<file path="src/rtl/mdu_pkg.sv">
// mdu_pkg -- shared definitions for the iterative multiply/divide unit.
//   state_t           : FSM states IDLE / RUN / WB
//   OP_MUL / OP_DIV   : encoding of the op input
//   DEFAULT_WIDTH     : default operand/result width
//   DEFAULT_SEL_W     : default register select width
// The divider is only compiled in when MDU_DIV_EN is defined.
package mdu_pkg;

  typedef enum logic [1:0] {
    IDLE = 2'd0,
    RUN  = 2'd1,
    WB   = 2'd2
  } state_t;

  localparam logic OP_MUL = 1'b0;
  localparam logic OP_DIV = 1'b1;

  localparam int DEFAULT_WIDTH = 16;
  localparam int DEFAULT_SEL_W = 4;

endpackage

</file>
<file path="src/rtl/mul_div_unit_if.sv">
// mul_div_unit_if -- request / write-back bus of the multiply/divide unit.
//   Request  (master -> slave): start, op, aIn, bIn, dstSel
//   Response (slave -> master): busy, done, wrEn, wrSel, wrData, hiOut, divZero
// master : the requester (register file / control)
// slave  : the mul_div_unit itself
interface mul_div_unit_if
  import mdu_pkg::*;
#(
  parameter int WIDTH = DEFAULT_WIDTH,
  parameter int SEL_W = DEFAULT_SEL_W
);

  logic             start;
  logic             op;
  logic [WIDTH-1:0] aIn;
  logic [WIDTH-1:0] bIn;
  logic [SEL_W-1:0] dstSel;
  logic             busy;
  logic             done;
  logic             wrEn;
  logic [SEL_W-1:0] wrSel;
  logic [WIDTH-1:0] wrData;
  logic [WIDTH-1:0] hiOut;
  logic             divZero;

  modport master (
    output start, op, aIn, bIn, dstSel,
    input  busy, done, wrEn, wrSel, wrData, hiOut, divZero
  );

  modport slave (
    input  start, op, aIn, bIn, dstSel,
    output busy, done, wrEn, wrSel, wrData, hiOut, divZero
  );

endinterface

</file>
<file path="src/rtl/mdu_step.sv">
// mdu_step -- one combinational iteration of the multiply/divide datapath.
// Ports:
//   op       : OP_MUL / OP_DIV (present only when MDU_DIV_EN is defined)
//   hi, lo   : current partial result (product halves, or remainder/quotient)
//   b        : multiplicand or divisor
//   hi_next, lo_next : partial result after this iteration
// Multiply: unsigned shift-and-add; lo holds the remaining multiplier bits.
// Divide (MDU_DIV_EN): restoring shift-subtract; hi is the partial
// remainder, lo shifts the dividend out and the quotient bits in.
module mdu_step
  import mdu_pkg::*;
#(
  parameter int WIDTH = DEFAULT_WIDTH
) (
`ifdef MDU_DIV_EN
  input  logic             op,
`endif
  input  logic [WIDTH-1:0] hi,
  input  logic [WIDTH-1:0] lo,
  input  logic [WIDTH-1:0] b,
  output logic [WIDTH-1:0] hi_next,
  output logic [WIDTH-1:0] lo_next
);

  logic [WIDTH:0] sum;
`ifdef MDU_DIV_EN
  logic [WIDTH:0]   shifted;
  logic [WIDTH+1:0] diff;
`endif

  always_comb begin
    // Add the multiplicand when the current multiplier bit is set, then
    // shift the (carry, hi, lo) chain right by one.
    sum     = {1'b0, hi} + (lo[0] ? {1'b0, b} : {(WIDTH+1){1'b0}});
    hi_next = sum[WIDTH:1];
    lo_next = {sum[0], lo[WIDTH-1:1]};
`ifdef MDU_DIV_EN
    shifted = {hi, lo[WIDTH-1]};
    // One extra bit so the borrow is visible in the MSB.
    diff    = {1'b0, shifted} - {2'b00, b};
    if (op == OP_DIV) begin
      if (!diff[WIDTH+1]) begin
        hi_next = diff[WIDTH-1:0];
        lo_next = {lo[WIDTH-2:0], 1'b1};
      end else begin
        hi_next = shifted[WIDTH-1:0];
        lo_next = {lo[WIDTH-2:0], 1'b0};
      end
    end
`endif
  end

endmodule

</file>
<file path="src/rtl/mul_div_unit.sv">
// mul_div_unit -- iterative unsigned multiplier (and optional divider) with
// register-file write-back.
// Ports:
//   clk  : clock, all state updates on the rising edge
//   rst  : synchronous active-high reset, aborts any operation in flight
//   bus  : mul_div_unit_if.slave -- start/op/aIn/bIn/dstSel request and
//          busy/done/wrEn/wrSel/wrData/hiOut/divZero response
// Macro MDU_DIV_EN compiles in the divider; without it op is ignored, every
// operation is a multiply and divZero is constant 0.
// Flow: IDLE latches the request, RUN does WIDTH iterations plus one cycle to
// load the result registers, WB presents the write for exactly one cycle.
module mul_div_unit
  import mdu_pkg::*;
#(
  parameter int WIDTH = DEFAULT_WIDTH,
  parameter int SEL_W = DEFAULT_SEL_W
) (
  input logic           clk,
  input logic           rst,
  mul_div_unit_if.slave bus
);

  localparam int             CNT_W    = $clog2(WIDTH + 1);
  localparam logic [CNT_W-1:0] CNT_LAST = CNT_W'(WIDTH);

  state_t           state_reg;
  logic [CNT_W-1:0] cnt_reg;
  logic [WIDTH-1:0] hi_reg;
  logic [WIDTH-1:0] lo_reg;
  logic [WIDTH-1:0] b_reg;
  logic [SEL_W-1:0] sel_reg;
  logic             busy_reg;
  logic             done_reg;
  logic             wr_en_reg;
  logic [SEL_W-1:0] wr_sel_reg;
  logic [WIDTH-1:0] wr_data_reg;
  logic [WIDTH-1:0] hi_out_reg;
  logic [WIDTH-1:0] hi_next;
  logic [WIDTH-1:0] lo_next;
`ifdef MDU_DIV_EN
  logic             op_reg;
  logic             div_zero_reg;
  logic             div_by_zero;

  assign div_by_zero = (op_reg == OP_DIV) && (b_reg == '0);
`endif

  mdu_step #(.WIDTH(WIDTH)) u_step (
`ifdef MDU_DIV_EN
    .op      (op_reg),
`endif
    .hi      (hi_reg),
    .lo      (lo_reg),
    .b       (b_reg),
    .hi_next (hi_next),
    .lo_next (lo_next)
  );

  always_ff @(posedge clk) begin
    if (rst) begin
      state_reg   <= IDLE;
      cnt_reg     <= '0;
      hi_reg      <= '0;
      lo_reg      <= '0;
      b_reg       <= '0;
      sel_reg     <= '0;
      busy_reg    <= 1'b0;
      done_reg    <= 1'b0;
      wr_en_reg   <= 1'b0;
      wr_sel_reg  <= '0;
      wr_data_reg <= '0;
      hi_out_reg  <= '0;
`ifdef MDU_DIV_EN
      op_reg       <= OP_MUL;
      div_zero_reg <= 1'b0;
`endif
    end else begin
      case (state_reg)
        IDLE: begin
          if (bus.start) begin
            hi_reg    <= '0;
            lo_reg    <= bus.aIn;
            b_reg     <= bus.bIn;
            sel_reg   <= bus.dstSel;
            cnt_reg   <= '0;
            busy_reg  <= 1'b1;
            state_reg <= RUN;
`ifdef MDU_DIV_EN
            op_reg    <= bus.op;
`endif
          end
        end

        RUN: begin
`ifdef MDU_DIV_EN
          if (div_by_zero) begin
            // Zero divisor: no iterations, all-ones quotient, dividend
            // (still untouched in lo_reg) as remainder.
            state_reg    <= WB;
            done_reg     <= 1'b1;
            wr_en_reg    <= 1'b1;
            wr_sel_reg   <= sel_reg;
            wr_data_reg  <= '1;
            hi_out_reg   <= lo_reg;
            div_zero_reg <= 1'b1;
          end else
`endif
          if (cnt_reg == CNT_LAST) begin
            state_reg   <= WB;
            done_reg    <= 1'b1;
            wr_en_reg   <= 1'b1;
            wr_sel_reg  <= sel_reg;
            wr_data_reg <= lo_reg;
            hi_out_reg  <= hi_reg;
`ifdef MDU_DIV_EN
            div_zero_reg <= 1'b0;
`endif
          end else begin
            hi_reg  <= hi_next;
            lo_reg  <= lo_next;
            cnt_reg <= cnt_reg + 1'b1;
          end
        end

        WB: begin
          // hiOut and divZero intentionally hold until the next WB.
          state_reg   <= IDLE;
          busy_reg    <= 1'b0;
          done_reg    <= 1'b0;
          wr_en_reg   <= 1'b0;
          wr_sel_reg  <= '0;
          wr_data_reg <= '0;
        end

        default: begin
          state_reg   <= IDLE;
          busy_reg    <= 1'b0;
          done_reg    <= 1'b0;
          wr_en_reg   <= 1'b0;
          wr_sel_reg  <= '0;
          wr_data_reg <= '0;
        end
      endcase
    end
  end

  assign bus.busy   = busy_reg;
  assign bus.done   = done_reg;
  assign bus.wrEn   = wr_en_reg;
  assign bus.wrSel  = wr_sel_reg;
  assign bus.wrData = wr_data_reg;
  assign bus.hiOut  = hi_out_reg;
`ifdef MDU_DIV_EN
  assign bus.divZero = div_zero_reg;
`else
  assign bus.divZero = 1'b0;
`endif

endmodule

</file>
<file path="src/flat_wrapper.sv">
// flat-port wrapper written by rule: the top's interface ports become plain ports
module mul_div_unit_flat import mdu_pkg::*;
#(
  parameter int WIDTH = DEFAULT_WIDTH,
  parameter int SEL_W = DEFAULT_SEL_W
)
  (clk, rst, bus_start, bus_op, bus_aIn, bus_bIn, bus_dstSel, bus_busy, bus_done, bus_wrEn, bus_wrSel, bus_wrData, bus_hiOut, bus_divZero);
  mul_div_unit_if #(.WIDTH(WIDTH), .SEL_W(SEL_W)) bus_i ();
  input logic clk;
  input logic rst;
  input wire logic [$bits(bus_i.start)-1:0] bus_start;
  input wire logic [$bits(bus_i.op)-1:0] bus_op;
  input wire logic [$bits(bus_i.aIn)-1:0] bus_aIn;
  input wire logic [$bits(bus_i.bIn)-1:0] bus_bIn;
  input wire logic [$bits(bus_i.dstSel)-1:0] bus_dstSel;
  output wire logic [$bits(bus_i.busy)-1:0] bus_busy;
  output wire logic [$bits(bus_i.done)-1:0] bus_done;
  output wire logic [$bits(bus_i.wrEn)-1:0] bus_wrEn;
  output wire logic [$bits(bus_i.wrSel)-1:0] bus_wrSel;
  output wire logic [$bits(bus_i.wrData)-1:0] bus_wrData;
  output wire logic [$bits(bus_i.hiOut)-1:0] bus_hiOut;
  output wire logic [$bits(bus_i.divZero)-1:0] bus_divZero;
  assign bus_i.start = bus_start;
  assign bus_i.op = bus_op;
  assign bus_i.aIn = bus_aIn;
  assign bus_i.bIn = bus_bIn;
  assign bus_i.dstSel = bus_dstSel;
  assign bus_busy = bus_i.busy;
  assign bus_done = bus_i.done;
  assign bus_wrEn = bus_i.wrEn;
  assign bus_wrSel = bus_i.wrSel;
  assign bus_wrData = bus_i.wrData;
  assign bus_hiOut = bus_i.hiOut;
  assign bus_divZero = bus_i.divZero;
  mul_div_unit #(.WIDTH(WIDTH), .SEL_W(SEL_W)) u_core (.clk(clk), .rst(rst), .bus(bus_i));
endmodule
</file>
<file path="config.mk">
export PLATFORM = sky130hd
export DESIGN_NAME = mul_div_unit_flat
export DESIGN_NICKNAME = d
export VERILOG_FILES = /design/src/rtl/mdu_pkg.sv /design/src/rtl/mul_div_unit_if.sv /design/src/rtl/mdu_step.sv /design/src/rtl/mul_div_unit.sv /design/src/flat_wrapper.sv
export SDC_FILE = /design/constraint.sdc
export NUM_CORES = 1
export LEC_CHECK = 0
export CAP_MARGIN = 25
export CORE_MARGIN = 2
export CORE_UTILIZATION = 40
export CTS_CLUSTER_SIZE = 10
export DETAILED_ROUTE_END_ITERATION = 8
export MAX_ROUTING_LAYER = met4
export PLACE_DENSITY = 0.65
export SLEW_MARGIN = 20
export SYNTH_ARGS = -nofsm -noshare
export SYNTH_HDL_FRONTEND = slang
export SYNTH_HIERARCHICAL = 1
export SYNTH_SLANG_ARGS = --single-unit
</file>
<file path="constraint.sdc">
create_clock -name clk -period 7.65 [get_ports clk]
set_input_delay 0.765 -clock clk [delete_from_list [all_inputs] [get_ports clk]]
set_output_delay 0.765 -clock clk [all_outputs]
set_load 0.01 [all_outputs]
</file>
* Yosys cells after proc, flatten, opt, wreduce, memory -nomap -nowiden
Cells that the tools add are included.
** Storage, ports and cells
- Register bits :: 97
- Input port bits :: 40
- Output and inout bits :: 40
- Logic and storage cells :: 49
** Operators by class
- Add/subtract/negate cells :: 2
- Eq/ne operators :: 5
- Mux-type cells :: 21
- Bitwise gates (word level) :: 2
- Reductions and logical operators :: 8
** Operators with widths (number)
- 16-bit two-way mux :: 6
- 16-bit one-hot mux with 2 select lines :: 3
- 16-bit by 17-bit adder with 17-bit output :: 1
- 5-bit two-way mux :: 2
- 5-bit one-hot mux with 2 select lines :: 1
- 2-bit AND reduction :: 5
- 4-bit one-hot mux with 2 select lines :: 1
- 5-bit by 1-bit adder with 5-bit output, second input constant :: 1
- 5-bit equality test, second input constant :: 1
- 2-bit two-way mux :: 2
- 4-bit two-way mux :: 1
- 2-bit != test, second input constant :: 2
- 1-bit one-hot mux with 2 select lines :: 2
- 2-bit one-hot mux with 2 select lines :: 1
- 3-bit AND reduction :: 1
- 2-bit by 1-bit equality test with 1-bit output, second input constant :: 1
- 2-bit zero test :: 1
- 1-bit two-way mux :: 2
- 2-bit by 1-bit != test with 1-bit output, second input constant :: 1
- 1-bit NOT :: 2
- 2-bit nonzero test :: 1

* Logic depth before layout (Yosys ltp)
Gate-level depths: netlist (run 1).
- Word-level depth :: 4
- Gate-level depth with buffers :: 11
- Mapped depth without buffers :: 10

* By module
Netlist (run 1), hierarchy kept.
** Modules (own cells, without submodules)
- mul_div_unit :: times used 1, cells each 474, area each 4098.9 µm², seq. area each 1941.9 µm²
- mdu_step :: times used 1, cells each 142, area each 1072.3 µm², seq. area each 0.0 µm²

* Least setup slack after synthesis (run 1)
Ideal clock, no wire load.
- Kind :: reg2reg
- Start point :: register u_core.lo_reg[0]
- End point :: register u_core.hi_reg[13]
- Setup time :: 0.070 ns
- Arrival :: 2.386 ns
- Data required time :: 7.580 ns
- Slack :: 5.194 ns
- Stages on the path, launching flop included :: 11
- Path buffers :: 1
- Clock period less this slack :: 2.456 ns
- Path through :: dfxtp_1 clkbuf_1 and2_1 ha_1 fa_1 a21o_1 a221oi_2 o21ai_2 o311ai_1 nand3_1 a21oi_1
** On the way
- Word-level cells in the longest chain between the ends :: 4
** Ends and longest elaborated chain
- start, declared :: RTL line mul_div_unit.sv:29 : logic [WIDTH-1:0] lo_reg;
- start signal, assigned :: RTL line mul_div_unit.sv:82 : lo_reg <= bus.aIn;
- start signal, assigned :: RTL line mul_div_unit.sv:120 : lo_reg <= lo_next;
- 16-bit two-way mux :: RTL line mdu_step.sv:34 : sum = {1'b0, hi} + (lo[0] ? {1'b0, b} : {(WIDTH+1){1'b0}});
- 16-bit by 17-bit adder with 17-bit output :: RTL line mdu_step.sv:34
- via u_core.hi_next[13] :: RTL line mul_div_unit.sv:38 : logic [WIDTH-1:0] hi_next;
- 16-bit two-way mux :: RTL line mul_div_unit.sv:108 : if (cnt_reg == CNT_LAST) begin
- 16-bit one-hot mux with 2 select lines :: RTL line mul_div_unit.sv:78 : case (state_reg)
- end signal, assigned :: RTL line mul_div_unit.sv:119 : hi_reg <= hi_next;
- end, declared :: RTL line mul_div_unit.sv:28 : logic [WIDTH-1:0] hi_reg;
The timed path passes the listed nets, and every way through them passes these cells. The select of a mux whose other input is x is not followed.
A chain may end at the register's enable or synchronous reset.

* Final worst setup path (run 1)
Same ends and word-level chain as after synthesis.

==> results of run 1 <==
==> area by class of cell <==
cell class	count	share of cell area
well taps	172	0.03540
repair buffers	84	0.1367
multi-input cells	433	0.4554
clock buffers	11	0.03993
flip-flops and latches	97	0.3196
inverters	7	0.004322
clock inverters	4	0.008644
==> placed cells by master, fill, tap and decap left out, types with 2 or more instances in the layout <==
| cell | instances |
|---|---|
| sky130_fd_sc_hd__nand2b_1 | 2 |
| sky130_fd_sc_hd__and2_1 | 17 |
| sky130_fd_sc_hd__a211oi_1 | 35 |
| sky130_fd_sc_hd__buf_4 | 6 |
| sky130_fd_sc_hd__clkbuf_16 | 9 |
| sky130_fd_sc_hd__or3_1 | 2 |
| sky130_fd_sc_hd__or4_1 | 2 |
| sky130_fd_sc_hd__nand2_1 | 44 |
| sky130_fd_sc_hd__a41oi_1 | 2 |
| sky130_fd_sc_hd__a21oi_2 | 2 |
| sky130_fd_sc_hd__a21o_1 | 9 |
| sky130_fd_sc_hd__nor3_1 | 4 |
| sky130_fd_sc_hd__ha_1 | 18 |
| sky130_fd_sc_hd__o21ai_0 | 40 |
| sky130_fd_sc_hd__nor2b_1 | 22 |
| sky130_fd_sc_hd__and3_1 | 4 |
| sky130_fd_sc_hd__xnor2_1 | 6 |
| sky130_fd_sc_hd__a31oi_1 | 3 |
| sky130_fd_sc_hd__clkdlybuf4s50_1 | 76 |
| sky130_fd_sc_hd__and2b_1 | 2 |
| sky130_fd_sc_hd__nand4_1 | 2 |
| sky130_fd_sc_hd__mux2i_1 | 16 |
| sky130_fd_sc_hd__inv_1 | 7 |
| sky130_fd_sc_hd__nor2_1 | 4 |
| sky130_fd_sc_hd__a221oi_2 | 2 |
| sky130_fd_sc_hd__nor4_1 | 3 |
| sky130_fd_sc_hd__nand3_1 | 62 |
| sky130_fd_sc_hd__dfxtp_1 | 96 |
| sky130_fd_sc_hd__a21oi_1 | 82 |
| sky130_fd_sc_hd__xor2_1 | 4 |
| sky130_fd_sc_hd__o211ai_1 | 21 |
==> power by group <==
group | switching, mW | leakage (nW) | total (mW) | internal, mW
Clock | 0.196 | 0.146 | 0.458 | 0.262
Combinational | 0.0712 | 1.28 | 0.123 | 0.0520
Sequential | 0.0161 | 0.790 | 0.540 | 0.524
==> cells by family (layout without fill, tap and decap cells) <==
kind of cell             after synthesis  count (layout)
AO/OA/AOI/OAI                        210             210
AND/OR/NAND/NOR                      177             177
flip-flops                            97              97
buffers and inverters                 86             106
adder cells (fa/ha/maj)               19              19
multiplexers                          16              16
XOR/XNOR                              10              10
other                                  1               1
==> synthesized netlist by cell type, types with 2 or more instances <==
| cell type | number | area (um^2) |
|---|---|---|
| sky130_fd_sc_hd__dfxtp_1 | 97 | 1942 |
| sky130_fd_sc_hd__a21oi_1 | 82 | 410.4 |
| sky130_fd_sc_hd__nand3_1 | 62 | 310.3 |
| sky130_fd_sc_hd__nand2_1 | 44 | 165.2 |
| sky130_fd_sc_hd__o21ai_0 | 40 | 200.2 |
| sky130_fd_sc_hd__a211oi_1 | 35 | 262.8 |
| sky130_fd_sc_hd__buf_2 | 26 | 130.1 |
| sky130_fd_sc_hd__clkbuf_1 | 26 | 97.59 |
| sky130_fd_sc_hd__nor2b_1 | 23 | 143.9 |
| sky130_fd_sc_hd__o211ai_1 | 21 | 157.7 |
| sky130_fd_sc_hd__buf_4 | 20 | 150.1 |
| sky130_fd_sc_hd__ha_1 | 18 | 225.2 |
| sky130_fd_sc_hd__and2_1 | 17 | 106.4 |
| sky130_fd_sc_hd__mux2i_1 | 16 | 160.2 |
| sky130_fd_sc_hd__a21o_1 | 9 | 67.56 |
| sky130_fd_sc_hd__inv_1 | 7 | 26.28 |
| sky130_fd_sc_hd__buf_6 | 6 | 67.56 |
| sky130_fd_sc_hd__xnor2_1 | 6 | 52.55 |
| sky130_fd_sc_hd__and3_1 | 4 | 25.02 |
| sky130_fd_sc_hd__nor2_1 | 4 | 15.01 |
| sky130_fd_sc_hd__nor3_1 | 4 | 20.02 |
| sky130_fd_sc_hd__xor2_1 | 4 | 35.03 |
| sky130_fd_sc_hd__a31oi_1 | 3 | 18.77 |
| sky130_fd_sc_hd__nand2b_1 | 3 | 18.77 |
| sky130_fd_sc_hd__nor4_1 | 3 | 18.77 |
| sky130_fd_sc_hd__a21oi_2 | 2 | 17.52 |
| sky130_fd_sc_hd__a221oi_2 | 2 | 30.03 |
| sky130_fd_sc_hd__a41oi_1 | 2 | 17.52 |
| sky130_fd_sc_hd__and2b_1 | 2 | 15.01 |
| sky130_fd_sc_hd__nand4_1 | 2 | 12.51 |
| sky130_fd_sc_hd__or3_1 | 2 | 12.51 |
| sky130_fd_sc_hd__or4_1 | 2 | 15.01 |
==> metal layers <==
metal | vias up | GRT usage
li1 | 2241 | -
met1 | 2135 | 0.2729
met2 | 126 | 0.2707
met3 | 15 | 0.02229
met4 | 0 | 0.06852
met5 | - | -
==> worst min-delay path by stage <==
stage | to | startpoint | depth (start not counted) | slack (ns)
after floorplan | u_core/b_reg[0] | u_core/b_reg[0] | 2 | 0.43
after global placement | u_core/b_reg[8] | u_core/b_reg[8] | 2 | 0.45
after CTS | u_core/b_reg[9] | u_core/b_reg[9] | 2 | 0.46
after detailed placement | u_core/b_reg[9] | u_core/b_reg[9] | 2 | 0.45
final | u_core/b_reg[9] | u_core/b_reg[9] | 2 | 0.46
after global routing | u_core/b_reg[13] | u_core/b_reg[13] | 2 | 0.48
==> through the flow <==
step,utilization,cells
6_report,0.4818,808
3_3_place_gp,0.4567,792
5_1_grt,0.4818,808
3_5_place_dp,0.4583,793
4_1_cts,0.4817,808
2_1_floorplan,-,616
==> critical path: cells and delay by family (launching register included) <==
family,cells,cell delay (ns)
DFF,1,0.50
and+or+nand+nor,2,0.36
AOI/OAI and AO/OA,5,1.25
adders and majority gates,2,0.63
==> results by stage, run 1 <==
Yosys:
- The post-synthesis share of cell area spent on full adders, half adders and majority gates is 0.04742.
- The complex-gate fraction of the synthesized area is 0.2550.
- The prevailing post-synth register cell is sky130_fd_sc_hd__dfxtp_1.
- Of the total synthesized cell area, the portion taken by AND, OR, NAND and NOR gates is 0.1815.
- The count of state elements after synthesis is 97.
- In this run, synthesis inferred 0 flip-flops with an integrated enable.
- The total nets after synthesis is 675.
- The mean instance size in the synthesized netlist is 8.395 um^2.
- After synthesis, the largest family of logic cells by area is compound AO/OA/AOI/OAI gates.
- The total number of yosys warnings is 6.
- The area of the mapped netlist is 5171 um^2.
- The number of cells produced by synthesis is 616.
- Of the total synthesized cell area, the portion taken by XOR and XNOR cells is 0.01694.
- Measured against the total synthesized area, the mux share comes to 0.03097.
- The share of synthesized area occupied by flip-flops and latches is 0.3755.
- After synthesis, the share of flip-flops with an asynchronous set or reset is 0.
- The synthesized netlist contains 54 unique library cells.

Global routing:
- In the global route stage, overall resource usage came out at 0.1889.
- The via count of the first global-routing pass is 4204.
- Global routing finished with a remaining overflow of 0.
- The pin count of the biggest net entering global routing is 99.
- The initial antenna violation count is 0.
- The wire length of the first global-routing pass is 21160 um.

Placement:
- In this run the tool buffered the top-level ports with 77 buffer cells.
- The placed wire-length estimate after detailed placement is 8160 um.
- OpenSTA, run right after detailed placement, puts the worst setup slack at 4.886 ns.
- In this run the cell area measured after placement is 5783 um^2.
- The placer congestion estimate is 0.8942.

Timing:
- The worst path meets setup with 4.834 ns of slack.
- The worst relative slew slack is 0.3307.
- Setup repair after global routing left no endpoint under its margin.
- The clock skew after layout is 0.01148 ns.
- The max-slew violation count is 0.
- The transition time of the tightest slew-check pin is 1.004 ns.
- The share of the cycle needed by the critical path after routing is 0.3681.
- The total of endpoints with negative setup slack in the final report is 0.
- The sum of negative setup slack is 0 ns.
- The final-layout worst hold slack is 0.4558 ns.
- The maximum frequency from static timing analysis is 0.3551 GHz.
- The clock period minus final worst setup slack is 2.816 ns.
- The count of final hold-check violations was 0.

Routing:
- After detailed routing, the total wire length is 12750 um.
- In this run, the number of DRC markers left after iteration 0 of detailed routing was 362.
- The routed design uses 526 um of met3 wire.
- After detailed routing, the met2 layer carries 5616 um of wire.
- The post-detailed-route via-to-cell ratio is 5.590.
- The detailed router used layers up to and including met4.
- The detail route stage leaves a number of antenna-violating nets equal to 0.
- The length of the first detailed-routing pass in iterations is 4.
- Summing over every cut layer, the via total after detailed routing is 4517.
- For this run, design rule violations remaining after detail routing come to 0.
- After detailed routing, the average wire length per cell comes to 15.78 um.
- The routed metal-1 wirelength is 6401 um.

Die:
- The initial utilization of the core area, before any placement, comes to 0.4098.
- The number of rows in the core area is 41.
- The placeable core area is 12620 um^2.
- The die width is 117.7 um.
- The total I/O pin count is 80.
- Measured along the y axis, the die boundary spans 117.7 um.
- The die outline area is 13850 um^2.

Clocking:
- The number of buffers added by the clock tree synthesis step is 9.
- The longest clock path from root to sink contains 2 buffers.
- The deepest level of the CTS H-tree is 3.
- The clock tree from TritonCTS is built.
- At the later pin of the worst-skew pair, clock insertion delay measures 0.34 ns.
- The clock drives 97 sinks.
- The hold-fix buffer count after cts is 0.
- The clock-pin transition on the worst setup and hold timing paths is 0.07 ns.
- The number of buffers inserted by post-CTS setup repair is 0.
- The total of cells resized after clock tree synthesis is 0.
- The cell chosen for the clock root is sky130_fd_sc_hd__clkbuf_16.

Setup path:
- The type of origin of the critical path is a flop.
- The element type at the critical path end is a flop.
- STA puts the critical path data arrival time at 3.08 ns.
- The critical path goes through and2_1 -> ha_1 -> fa_1 -> a21o_1 -> a221oi_2 -> o21ai_2 -> o311ai_1 -> nand3_1 -> a21oi_1.
- The worst register-to-register path has a setup slack of 4.83 ns.
- The startpoint of the lowest-slack register-to-register path is u_core/lo_reg[0].
- In this run the critical register-to-register path is captured at u_core/hi_reg[13].
- The biggest cell delay along the critical path is 0.50 ns.
- For the worst flop-to-flop path, the logic depth is 9.
- The critical path starts at u_core/lo_reg[0].
- The required arrival time at the worst endpoint is 7.91 ns.
- The slowest stage of the critical path is the sky130_fd_sc_hd__dfxtp_1 cell.
- The worst setup path is of the flop to flop kind.
- Following the worst setup path forward leads to its endpoint at u_core/hi_reg[13].
- The maximum net fanout on the critical path is 18.

Final layout:
- The post-layout net count is 691.
- Summing all multi-input logic gate instances after layout gives 2769 um^2.
- The area growth from synthesis to layout is 17.57%.
- The repair_antennas step left the layout with diodes totalling 0.
- Registers take 1943 um^2.
- The post-layout instance area is 6080 um^2.
- Fill cells in the final layout number 1248.
- The fraction of final layout cells sized beyond drive strength 1 is 0.05660.

Pwr:
- The peak supply drop is 0.09146 mV.
- In this run the static leakage power is 2.215 nW.
- The ratio of total power to cell area is 184.4 nW/um^2.
- The total power is 1.121 mW.

Min path:
- The path class of the tightest hold or removal check is flop to flop.

Outcome:
- The run finished with clean final reports.

Run:
- Across the run, the number of max-cap violations was 0.
Power figures use the tool's default switching activity.
==> run 2, diff against run 1 <==
==> constraint.sdc (replaced) <==
create_clock -name clk -period 2.6 [get_ports clk]
set_input_delay 0.26 -clock clk [delete_from_list [all_inputs] [get_ports clk]]
set_output_delay 0.26 -clock clk [all_outputs]
set_load 0.01 [all_outputs]
==> results by stage, run 2 (synthesis gave the netlist of run 1 again) <==
Timing:
- The post-layout worst setup margin is 0.1356 ns (was 4.834 ns).
- Unrepaired setup endpoints after global routing: false (unchanged).
- The sum of negative setup slack is 0 ns (unchanged).
- The total of endpoints with negative setup slack in the final report is 0 (unchanged).
- The transition time of the tightest slew-check pin is 0.9115 ns (was 1.004 ns).
- The max-slew violation count is 0 (unchanged).
- The clock period minus final worst setup slack is 2.464 ns (was 2.816 ns).
- The maximum frequency from static timing analysis came to 0.4058 GHz (was 0.3551 GHz).
- The count of final hold-check violations is 0 (unchanged).
- The share of the cycle needed by the critical path after routing is 0.9479 (was 0.3681).
- The clock skew after layout is 0.007572 ns (was 0.01148 ns).
- The worst relative slew slack is 0.3923 (was 0.3307).

Die:
- The die outline area is 13850 um^2 (unchanged).
- The total I/O pin count came to 80 (unchanged).
- The initial standard-cell utilization of the core is 0.4098 (unchanged).
- The placeable core area came to 12620 um^2 (unchanged).
- The number of rows in the core area is 41 (unchanged).
- The die width is 117.7 um (unchanged).
- The die boundary height is 117.7 um (unchanged).

Setup path:
- The element type at the critical path end is a flop (unchanged).
- The type of origin of the critical path is a flop (unchanged).
- The required arrival time at the worst endpoint is 2.86 ns (was 7.91 ns).
- The arrival time of data at the critical path endpoint came to 2.73 ns (was 3.08 ns).
- The family with the most delay on the worst path is compound AO/OA/AOI/OAI gates (unchanged).
- Sequence of cells on the critical path: and2_1 -> ha_1 -> fa_1 -> a21o_1 -> a221oi_2 -> buf_4 -> o21ai_2 -> a21oi_2 -> xnor2_1 -> nand3_1 -> a21oi_1 (was and2_1 -> ha_1 -> fa_1 -> a21o_1 -> a221oi_2 -> o21ai_2 -> o311ai_1 -> nand3_1 -> a21oi_1).
- The biggest cell delay along the critical path is 0.40 ns (was 0.50 ns).
- The classification of the worst setup path is flop to flop (unchanged).
- The critical path buffer and inverter count is 1 (was 0).
- The worst-path cell with the longest stage delay was sky130_fd_sc_hd__fa_1 (was sky130_fd_sc_hd__dfxtp_1).
- The maximum net fanout on the critical path is 5 (was 18).

Placement:
- The placer congestion estimate is 0.8828 (was 0.8942).
- The cell area after placement is 5891 um^2 (was 5783 um^2).
- The pre-CTS setup slack came to 0.09712 ns (was 4.886 ns).
- The placed wire-length estimate after detailed placement was 8811 um (was 8160 um).
- The count of buffers inserted at the top-level ports came to 77 (unchanged).

Clocking:
- The clock latency on the worst-skew pair is 0.35 ns (was 0.34 ns).
- The clock tree buffer depth came to 2 (unchanged).
- The clock-pin transition on the worst setup and hold timing paths is 0.07 ns (about the same).
- The cell chosen for the clock root is sky130_fd_sc_hd__clkbuf_16 (unchanged).
- The clock tree from TritonCTS is built (unchanged).
- The number of buffers added by the clock tree synthesis step is 9 (unchanged).
- The total number of clock tree sinks is 97 (unchanged).
- The deepest level of the CTS H-tree is 3 (unchanged).

Final layout:
- The post-layout utilization of the core came to 0.4949 (was 0.4818).
- The area taken by multi-input logic gates is 2813 um^2 (was 2769 um^2).
- The filler cell count in the final layout is 1253 (was 1248).
- Most used cells in the layout excluding fill and tap cells: 96 x sky130_fd_sc_hd__dfxtp_1, 82 x sky130_fd_sc_hd__a21oi_1, 76 x sky130_fd_sc_hd__clkdlybuf4s50_1, 62 x sky130_fd_sc_hd__nand3_1, 44 x sky130_fd_sc_hd__nand2_1 (unchanged).
- The fraction of final layout cells sized beyond drive strength 1 came to 0.08642 (was 0.05660).
- The register area is 1943 um^2 (unchanged).
- The signed area change from the synthesized netlist to the final layout is 20.78% (was 17.57%).
- The commonest non-fill, non-tap cell in the layout is sky130_fd_sc_hd__dfxtp_1 (unchanged).
- The antenna diode count is 0 (unchanged).
- The post-layout net count came to 703 (was 691).
- The post-layout instance area is 6246 um^2 (was 6080 um^2).

Routing:
- The routed length per instance is 15.73 um (was 15.78 um).
- The post-detailed-route via-to-cell ratio is 5.561 (was 5.590).
- The final routed DRC violation total came to 0 (unchanged).
- The total wirelength of the detailed-routed design is 12900 um (was 12750 um).
- The vias after detailed routing is 4560 (was 4517).
- The length of the first detailed-routing pass in iterations is 4 (unchanged).
- The detailed router's first-iteration violation count is 311 (was 362).
- The count of nets left with antenna violations after detail routing is 0 (unchanged).

Global routing:
- The pin count of the biggest net entering global routing is 54 (was 99).
- The overall global routing resource usage came to 0.1890 (was 0.1889).
- The wire length of the first global-routing pass was 21420 um (was 21160 um).
- The via count of the first global-routing pass is 4327 (was 4204).
- The global-route congestion overflow total is 0 (unchanged).
- The initial antenna violation count is 0 (unchanged).

Pwr:
- The ratio of total power to cell area was 533.6 nW/um^2 (was 184.4 nW/um^2).
- The total power is 3.333 mW (was 1.121 mW).
- The peak supply drop came to 0.3624 mV (was 0.09146 mV).
- The total leakage power is 2.288 nW (was 2.215 nW).

Outcome:
- Status: completed (unchanged).

Min path:
- The type of the worst min-delay path is flop to flop (unchanged).

Run:
- The number of max-cap violations came to 0 (unchanged).
[run 2: final timing paths]
kind	cells past startpoint	endpoint	startpoint	slack, ns
worst max-delay path	11	u_core/hi_reg[11]	u_core/lo_reg[0]	0.14
worst max register to register	11	u_core/hi_reg[11]	u_core/lo_reg[0]	0.14
worst min register to register	2	u_core/b_reg[14]	u_core/b_reg[14]	0.45
worst min-delay path	2	u_core/b_reg[14]	u_core/b_reg[14]	0.45
[run 2: per-stage QoR]
stage | instances | hold WS (ns)
after CTS | 819 | 0.4527
after global placement | 804 | 0.4464
after floorplan | 616 | 0.3960
after global routing | 820 | 0.4661
after detailed placement | 804 | 0.4467
final | 820 | 0.4547
[run 2: final cells by class]
cell class | count | share of cell area
well taps | 172 | 0.03446
flip-flops and latches | 97 | 0.3111
clock inverters | 5 | 0.01022
repair buffers | 96 | 0.1514
inverters | 7 | 0.004207
multi-input cells | 433 | 0.4503
clock buffers | 10 | 0.03826
[run 2: repair_timing]
action,in CTS,in global routing
resized for setup,0,9
hold buffers,0,0
buffers inserted,0,1
endpoints found under the setup margin,0,5
[run 2: worst min-delay path: stages, from the launching register on]
cell                      delay (ns)
sky130_fd_sc_hd__dfxtp_1        0.31
sky130_fd_sc_hd__nand2_1        0.05
sky130_fd_sc_hd__a21oi_1        0.05
[run 2: power by group]
group	internal (mW)	total, mW	switching (mW)	leakage, nW
Sequential	1.54	1.58	0.0426	0.790
Clock	0.777	1.36	0.580	0.151
Combinational	0.171	0.392	0.221	1.35
Total	2.49	3.33	0.844	2.29
[run 2: metal layers]
layer,part of all wire,global-route usage
met3,0.048,0.02422
met2,0.45,0.2773
met4,0.0098,0.05271
met1,0.50,0.2728
met5,0,-
